$ cat src/rtl/uart8_tx_fifo_pkg.sv
// Shared definitions for the UART transmit FIFO: byte width and drain FSM encoding.
package uart8_tx_fifo_pkg;

  localparam int unsigned ByteW = 8;

  typedef enum logic [1:0] {
    StIdle  = 2'd0,
    StStart = 2'd1,
    StWait  = 2'd2
  } drainState_e;

endpackage

$ cat src/rtl/uart8_tx_fifo_if.sv
// Host write port plus transmitter handshake for uart8_tx_fifo.
interface uart8_tx_fifo_if #(
  parameter int unsigned DEPTH = 16
);
  import uart8_tx_fifo_pkg::*;

  localparam int unsigned ADDR_W = $clog2(DEPTH);

  logic             wrEn;
  logic [ByteW-1:0] wrData;
  logic             full;
  logic             empty;
  logic [ADDR_W:0]  count;
  logic             overflow;
  logic             ovfClr;
  logic             txStart;
  logic [ByteW-1:0] txIn;
  logic             txBusy;

  modport master (
    output wrEn, wrData, ovfClr, txBusy,
    input  full, empty, count, overflow, txStart, txIn
  );

  modport slave (
    input  wrEn, wrData, ovfClr, txBusy,
    output full, empty, count, overflow, txStart, txIn
  );

endinterface

$ cat src/rtl/uart8_fifo_mem.sv
// DEPTH x 8 FIFO storage: one write port, one registered read port.
module uart8_fifo_mem
  import uart8_tx_fifo_pkg::*;
#(
  parameter int unsigned DEPTH  = 16,
  parameter int unsigned ADDR_W = $clog2(DEPTH)
) (
  input  logic              clk,
  input  logic              reset,
  input  logic              wrEn,
  input  logic [ADDR_W-1:0] wrAddr,
  input  logic [ByteW-1:0]  wrData,
  input  logic              rdEn,
  input  logic [ADDR_W-1:0] rdAddr,
  output logic [ByteW-1:0]  rdData
);

  logic [ByteW-1:0] memQ [DEPTH];
  logic [ByteW-1:0] rdDataQ;

  always_ff @(posedge clk) begin
    if (wrEn) begin
      memQ[wrAddr] <= wrData;
    end
  end

  // The read register doubles as the byte presented to the transmitter.
  always_ff @(posedge clk or posedge reset) begin
    if (reset) begin
      rdDataQ <= '0;
    end else if (rdEn) begin
      rdDataQ <= memQ[rdAddr];
    end
  end

  assign rdData = rdDataQ;

endmodule

$ cat src/rtl/uart8_tx_fifo.sv
// Byte FIFO draining into an 8-bit UART transmitter via txStart/txIn/txBusy.
// Define UART8_TX_FIFO_SYNC_EN to pass txBusy through a 2-flop synchroniser.
module uart8_tx_fifo
  import uart8_tx_fifo_pkg::*;
#(
  parameter int unsigned DEPTH = 16
) (
  input logic            clk,
  input logic            reset,
  uart8_tx_fifo_if.slave bus
);

  localparam int unsigned ADDR_W = $clog2(DEPTH);
  localparam logic [ADDR_W:0]   FullCount = (ADDR_W + 1)'(DEPTH);
  localparam logic [ADDR_W:0]   CountOne  = (ADDR_W + 1)'(1);
  localparam logic [ADDR_W-1:0] PtrOne    = ADDR_W'(1);

  logic [ADDR_W-1:0] wrPtrQ, rdPtrQ;
  logic [ADDR_W:0]   countQ, countD;
  logic              ovfQ;
  drainState_e       stateQ, stateD;
  logic              busyS;
  logic              push, pop, drop, isFull, isEmpty;

`ifdef UART8_TX_FIFO_SYNC_EN
  logic [1:0] busySyncQ;

  always_ff @(posedge clk or posedge reset) begin
    if (reset) begin
      busySyncQ <= '0;
    end else begin
      busySyncQ <= {busySyncQ[0], bus.txBusy};
    end
  end

  assign busyS = busySyncQ[1];
`else
  assign busyS = bus.txBusy;
`endif

  assign isFull  = (countQ == FullCount);
  assign isEmpty = (countQ == '0);
  // Both decisions use pre-edge occupancy; a same-cycle pop never frees a slot.
  assign push = bus.wrEn && !isFull;
  assign drop = bus.wrEn && isFull;
  assign pop  = (stateQ == StIdle) && !isEmpty;

  always_comb begin
    countD = countQ;
    if (push && !pop) begin
      countD = countQ + CountOne;
    end else if (pop && !push) begin
      countD = countQ - CountOne;
    end
  end

  always_comb begin
    stateD = stateQ;
    case (stateQ)
      StIdle:  if (!isEmpty) stateD = StStart;
      StStart: if (busyS)    stateD = StWait;
      StWait:  if (!busyS)   stateD = StIdle;
      default:               stateD = StIdle;
    endcase
  end

  always_ff @(posedge clk or posedge reset) begin
    if (reset) begin
      wrPtrQ <= '0;
      rdPtrQ <= '0;
      countQ <= '0;
      ovfQ   <= 1'b0;
      stateQ <= StIdle;
    end else begin
      if (push) wrPtrQ <= wrPtrQ + PtrOne;
      if (pop)  rdPtrQ <= rdPtrQ + PtrOne;
      countQ <= countD;
      // A drop outranks a simultaneous clear.
      if (drop) begin
        ovfQ <= 1'b1;
      end else if (bus.ovfClr) begin
        ovfQ <= 1'b0;
      end
      stateQ <= stateD;
    end
  end

  uart8_fifo_mem #(
    .DEPTH  (DEPTH),
    .ADDR_W (ADDR_W)
  ) uMem (
    .clk    (clk),
    .reset  (reset),
    .wrEn   (push),
    .wrAddr (wrPtrQ),
    .wrData (bus.wrData),
    .rdEn   (pop),
    .rdAddr (rdPtrQ),
    .rdData (bus.txIn)
  );

  assign bus.txStart  = (stateQ == StStart);
  assign bus.full     = isFull;
  assign bus.empty    = isEmpty;
  assign bus.count    = countQ;
  assign bus.overflow = ovfQ;

endmodule

$ cat src/flat_wrapper.sv
// flat-port wrapper written by rule: the top's interface ports become plain ports
module uart8_tx_fifo_flat import uart8_tx_fifo_pkg::*;
#(
  parameter int unsigned DEPTH = 16
)
  (clk, reset, bus_wrEn, bus_wrData, bus_ovfClr, bus_txBusy, bus_full, bus_empty, bus_count, bus_overflow, bus_txStart, bus_txIn);
  uart8_tx_fifo_if #(.DEPTH(DEPTH)) bus_i ();
  input logic clk;
  input logic reset;
  input wire logic [$bits(bus_i.wrEn)-1:0] bus_wrEn;
  input wire logic [$bits(bus_i.wrData)-1:0] bus_wrData;
  input wire logic [$bits(bus_i.ovfClr)-1:0] bus_ovfClr;
  input wire logic [$bits(bus_i.txBusy)-1:0] bus_txBusy;
  output wire logic [$bits(bus_i.full)-1:0] bus_full;
  output wire logic [$bits(bus_i.empty)-1:0] bus_empty;
  output wire logic [$bits(bus_i.count)-1:0] bus_count;
  output wire logic [$bits(bus_i.overflow)-1:0] bus_overflow;
  output wire logic [$bits(bus_i.txStart)-1:0] bus_txStart;
  output wire logic [$bits(bus_i.txIn)-1:0] bus_txIn;
  assign bus_i.wrEn = bus_wrEn;
  assign bus_i.wrData = bus_wrData;
  assign bus_i.ovfClr = bus_ovfClr;
  assign bus_i.txBusy = bus_txBusy;
  assign bus_full = bus_i.full;
  assign bus_empty = bus_i.empty;
  assign bus_count = bus_i.count;
  assign bus_overflow = bus_i.overflow;
  assign bus_txStart = bus_i.txStart;
  assign bus_txIn = bus_i.txIn;
  uart8_tx_fifo #(.DEPTH(DEPTH)) u_core (.clk(clk), .reset(reset), .bus(bus_i));
endmodule
$ cat config.mk
export PLATFORM = sky130hd
export DESIGN_NAME = uart8_tx_fifo_flat
export DESIGN_NICKNAME = d
export VERILOG_FILES = /design/src/rtl/uart8_tx_fifo_pkg.sv /design/src/rtl/uart8_tx_fifo_if.sv /design/src/rtl/uart8_fifo_mem.sv /design/src/rtl/uart8_tx_fifo.sv /design/src/flat_wrapper.sv
export SDC_FILE = /design/constraint.sdc
export NUM_CORES = 1
export LEC_CHECK = 0
export CAP_MARGIN = 10
export CORE_AREA = 5 5 123 125
export CTS_CLUSTER_DIAMETER = 150
export DETAILED_ROUTE_END_ITERATION = 16
export DIE_AREA = 0 0 128 130
export RECOVER_POWER = 50
export SYNTH_ARGS = -nofsm -noshare
export SYNTH_HDL_FRONTEND = slang
export SYNTH_SLANG_ARGS = --single-unit
$ cat constraint.sdc
create_clock -name clk -period 3.1 [get_ports clk]
set_input_delay 0.62 -clock clk [delete_from_list [all_inputs] [get_ports clk]]
set_output_delay 0.62 -clock clk [all_outputs]
set_load 0.05 [all_outputs]
# After elaboration in Yosys (flattened, before gate mapping)

Memories as Yosys holds them, arrays and structs flattened. A register that Yosys moved wholly into a read port is not among the register bits.
Cells that the tools add are included.

Equality and inequality tests: 6
$add $sub $neg: 4
Reductions and logical operators: 14
Muxes and demuxes: 10

Operators by type and width:

| cell                | number |
|---|---|
| $mux 5              | 2 |
| $add 4x1->4 const B | 2 |
| $mux 2              | 3 |
| $ne 2x2->1 const B  | 3 |
| $pmux 2 s3          | 1 |
| $add 5x1->5 const B | 1 |
| $eq 5x5->1 const B  | 1 |
| $logic_and 1x1->1   | 5 |
| $logic_not 5->1     | 1 |
| $sub 5x1->5 const B | 1 |
| $logic_not 1->1     | 4 |
| $mux 1              | 4 |
| $reduce_bool 2->1   | 2 |
| $reduce_and 3->1    | 1 |
| $eq 2x1->1 const B  | 1 |
| $eq 2x2->1 const B  | 1 |
| $logic_not 2->1     | 1 |

Output and inout port bits: 17
Bits in registers: 16
Bits of input ports: 13
Memories kept: 1
Word-level logic and storage cells: 40
RAM bits: 128

Memories:

| name             | depth | bits a word | rd ports | clocked after memory_dff | write ports | RTL line             | text |
|---|---|---|---|---|---|---|---|
| u_core.uMem.memQ | 16    | 8           | 1        | 1                        | 1           | uart8_fifo_mem.sv:18 | `logic [ByteW-1:0] memQ [DEPTH];` |

# Longest topological paths before layout

Word-level depth: 7
Depth in mapped cells: 11
Depth with buffers taken out: 10

# Hierarchy

Synthesis repeated with hierarchy kept, for this count alone.

Cell total of the unflattened synthesis: 323
Area total of the unflattened synthesis: 6236.0 um^2

By module, submodules not included:

| module         | cells each | area each (um^2) | seq. area each (um^2) | times used |
|---|---|---|---|---|
| uart8_fifo_mem | 241        | 5335.1           | 4043.9                | 1 |
| uart8_tx_fifo  | 82         | 900.9            | 400.4                 | 1 |

# Worst setup path before layout

Ideal clock, no wire load.

Path type: reg-to-reg
Start point: register u_core.countQ[0] (netlist: u_core.bus.count[0])
End point: register u_core.countQ[4] (netlist: u_core.bus.count[4])
Setup slack: 0.189 ns
Cell stages (with the launch flop): 12
Path buffers: 1
Required time: 2.952 ns
Library setup time: 0.148 ns
Data arrival time: 2.763 ns
Clock period less this slack: 2.911 ns
Cell sequence: dfrtp_1 > nor4_1 > a21boi_0 > buf_2 > inv_1 > ha_1 > inv_1 > fa_1 > a21o_1 > a21oi_1 > mux2i_1 > xnor2_1

Longest elaborated chain between the ends: 6
Elaborated cells on any way between the ends: 15
Those cells by class: add/sub (2); eq/ne (1); mux (2); reduce/logical (10)

Ends and longest elaborated chain:

| what                                                | RTL line            | text |
|---|---|---|
| start, declared                                     | uart8_tx_fifo.sv:19 | `logic [ADDR_W:0] countQ, countD;` |
| start signal, assigned                              | uart8_tx_fifo.sv:77 | `countQ <= countD;` |
| branches (longest 6 deep; another with $sub 5x1->5) | --                  |  |

Several ways; the timed one is not identified. The select of a mux whose other input is x is not followed.
A chain may end at the register's enable or synchronous reset.

# Worst setup path after layout

Start point: register u_core.countQ[0] (netlist: u_core.bus.count[0])
End point: output bus_full

Longest elaborated chain between the ends: 1

Ends and longest elaborated chain:

| what          | RTL line            | text |
|---|---|---|
| $eq 5x5->1    | uart8_tx_fifo.sv:41 | `assign isFull = (countQ == FullCount);` |
| end, declared | flat_wrapper.sv:14  | `output wire logic [$bits(bus_i.full)-1:0] bus_full;` |

Every way passes these cells.

==> results.cfg <==
[synthesis]
synth_cells = 316
synth.largest_area_cell = edfxtp_1
synth_top_area_share = 0.6294
synth_area_leaders = edfxtp_1 (63%), dfrtp_1 (9.8%), mux4_2 (7.0%)
synth.distinct_cells = 33
ys.flop_type = edfxtp_1
synth_common_cells = edfxtp_1 (128), dfrtp_1 (24), mux4_2 (19), nor2_1 (17), o22ai_1 (16)
synth_area_sq_mm = 0.006107
yosys_warnings = 0
syn_avg_cell_area_sq_um = 19.33
yosys_register_bits = 152
syn_nets = 339
synth_edf_count = 128
synth_most_common_cell = edfxtp_1
postSynth.asyncResetShare = 0.1579
synth_seq_area_share = 0.7277

[die]
dieArea_sq_mm = 0.01664
start_util = 0.4434
io_pins = 30
num_rows = 43
die_x_um = 128
dieHeight_um = 130
core_area_sq_mm = 0.01377

[critical_path]
timing.rr.end = u_core.bus.count[4]
critPathArrivalTime_ns = 2.21
reg2reg_depth = 10
crit_path_end_kind = output port
crit_fanout = 6
ff2ff_setup_slack_ns = 0.31
r2r_start = u_core.bus.count[0]
required_ns = 2.48
cp-start-kind = flop
path_class = reg2out

[clock_tree]
root_buffer = clkbuf_16
cts_max_level = 4
cts_buffer_depth = 2
tritoncts = built
post-cts-setup-buffers = 0
clkTransAtPathRegs_ns = 0.06
cts_sinks = 152
clk_latency_ns = 0.42
numCtsBuffers = 17

[layout]
fin_nets = 391
layoutNonFillerInstCount = 561
final_area_sq_mm = 0.007308
fillers = 1114
syn2layout_area_growth_pct = 19.67
final_layout_size_suffix_gt1_frac = 0.2178
regArea_sq_mm = 0.004446
multi_input_area_sq_mm = 0.001535
antenna_cells = 0

[sta]
max_freq_mhz = 353.2
maxSlewViolCount = 0
rsz0062_at_grt = no
fin_worst_skew_ns = 0.008196
final.min_clock_period_ns = 2.831
fin_crit_sh = 0.9132
setup_tns_ns = 0
setup_viol = 0
worst_pin_slew_ns = 0.9854
layout_setup_ws_ns = 0.2690
slew_headroom = 0.3423
hold_viol = 0

[global_route]
grt_overflow = 0
grt_max_degree = 36
grt_pass1_wl_mm = 18.26
antenna_found_initial = 0
grt_pass1_vias = 3118
track_usage = 0.1530

[power_and_ir_drop]
leakagePower_uw = 0.002559
internal_power_uw = 4997
ir_drop_mv = 0.6463
finalPower_uw = 7392
power.net_switching_uw = 2395
comb_power_share = 0.332
p_seq_frac = 0.377
p_sw_frac = 0.3240
powerDensity_mw_per_mm2 = 1011
p_clk_frac = 0.291

[route]
wl_per_cell_um = 20.89
num_vias = 3021
drt-initial-drc-count = 203
post-route-drc-count = 0
avgViaCountPerCell = 5.385
wirelength_mm = 11.72
first_pass_iters = 4
ant_nets = 0

[placement]
place_hpwl_mm = 7.068
io_buffers = 29
dp.cells = 529
pre_cts_ws_ns = 0.3051
place.gp.congestion = 0.7463
place_area_sq_mm = 0.006689

[worst_hold_path]
holdPathStages = 1
min_from = u_core.bus.overflow
hold_class = reg2reg
holdPathEnd = u_core.bus.overflow

[flow_run]
drv_cap = 0

[outcome]
status = complete, no violations
==> what timing repair did <==
action                     in CTS  in global routing
hold buffers                    0                  0
gates resized for setup         1                  1
setup endpoints to repair       1                  1
==> per-stage QoR <==
stage          hold WS [ns]    util
4_1_cts              0.5133  0.5307
3_5_place_dp         0.4995  0.4856
2_1_floorplan        0.5318       -
3_3_place_gp         0.5078  0.4856
6_report             0.5131  0.5306
5_1_grt              0.5495  0.5306
==> state kept, by name (all words and copies together) (netlist names) <==
signal / cells
u_core.bus.count: 5
u_core.bus.overflow: 1
u_core.rdPtrQ: 4
u_core.stateQ: 2
u_core.uMem.memQ: 128
u_core.uMem.rdData: 8
u_core.wrPtrQ: 4
==> cell families after synthesis <==
logic type               share of synthesized area
buffers and inverters                      0.02090
flip-flops                                  0.7277
multiplexers                                0.1461
AO/OA/AOI/OAI                              0.03954
AND/OR/NAND/NOR                            0.02971
adder cells (fa/ha/maj)                    0.02172
XOR/XNOR                                   0.01434
==> layout by cell type, fill, tap and decap left out, types with 13 or more instances in the layout <==
master / synthesis / final
buf_4: 1 / 18
clkbuf_16: 0 / 17
clkdlybuf4s50_1: 0 / 17
dfrtp_1: 24 / 23
edfxtp_1: 128 / 128
mux4_1: 13 / 13
mux4_2: 19 / 19
nor2_1: 17 / 17
o22ai_1: 16 / 16
==> critical path: stages (launching register included) <==
cell	delay, ns
dfrtp_1	0.45
or4_1	0.64
nor2_1	0.17
dlygate4sd2_1	0.54
==> metal layers <==
metal	wire, um	share of wire	track usage
met5	0	0	0
met4	215	0.018	0.06367
met3	502	0.043	0.04380
met2	5686	0.49	0.2434
met1	5314	0.45	0.1996
==> power groups by stage <==
stage,clock [uW],combinational [uW],sequential (uW)
floorplan,0,1580,3030
global placement,0,2470,2820
detailed placement,0,2490,2830
CTS,2190,2500,2790
global route,2270,2660,2830
finish,2150,2450,2790
==> worst max-delay path by stage <==
stage,to,start,cells after the start,slack [ns]
final,bus_full,u_core.bus.count[0],3,0.27
after global routing,u_core.bus.count[4],u_core.bus.count[0],10,0.08
after CTS,bus_empty,u_core.bus.count[0],3,0.02
after detailed placement,u_core.bus.count[4],bus_wrEn,9,0.31
after global placement,u_core.bus.count[4],bus_wrEn,9,0.33
after floorplan,u_core.bus.count[4],u_core.bus.count[0],11,0.19
==> final cells by class <==
class / count / area share
sequential: 152 / 0.6083
clock buffer: 19 / 0.06061
multi-input combinational: 140 / 0.2101
tap: 180 / 0.03082
inverter: 8 / 0.004109
timing repair buffer: 49 / 0.06163
clock inverter: 13 / 0.02448
(Power assumes the default switching activity.)
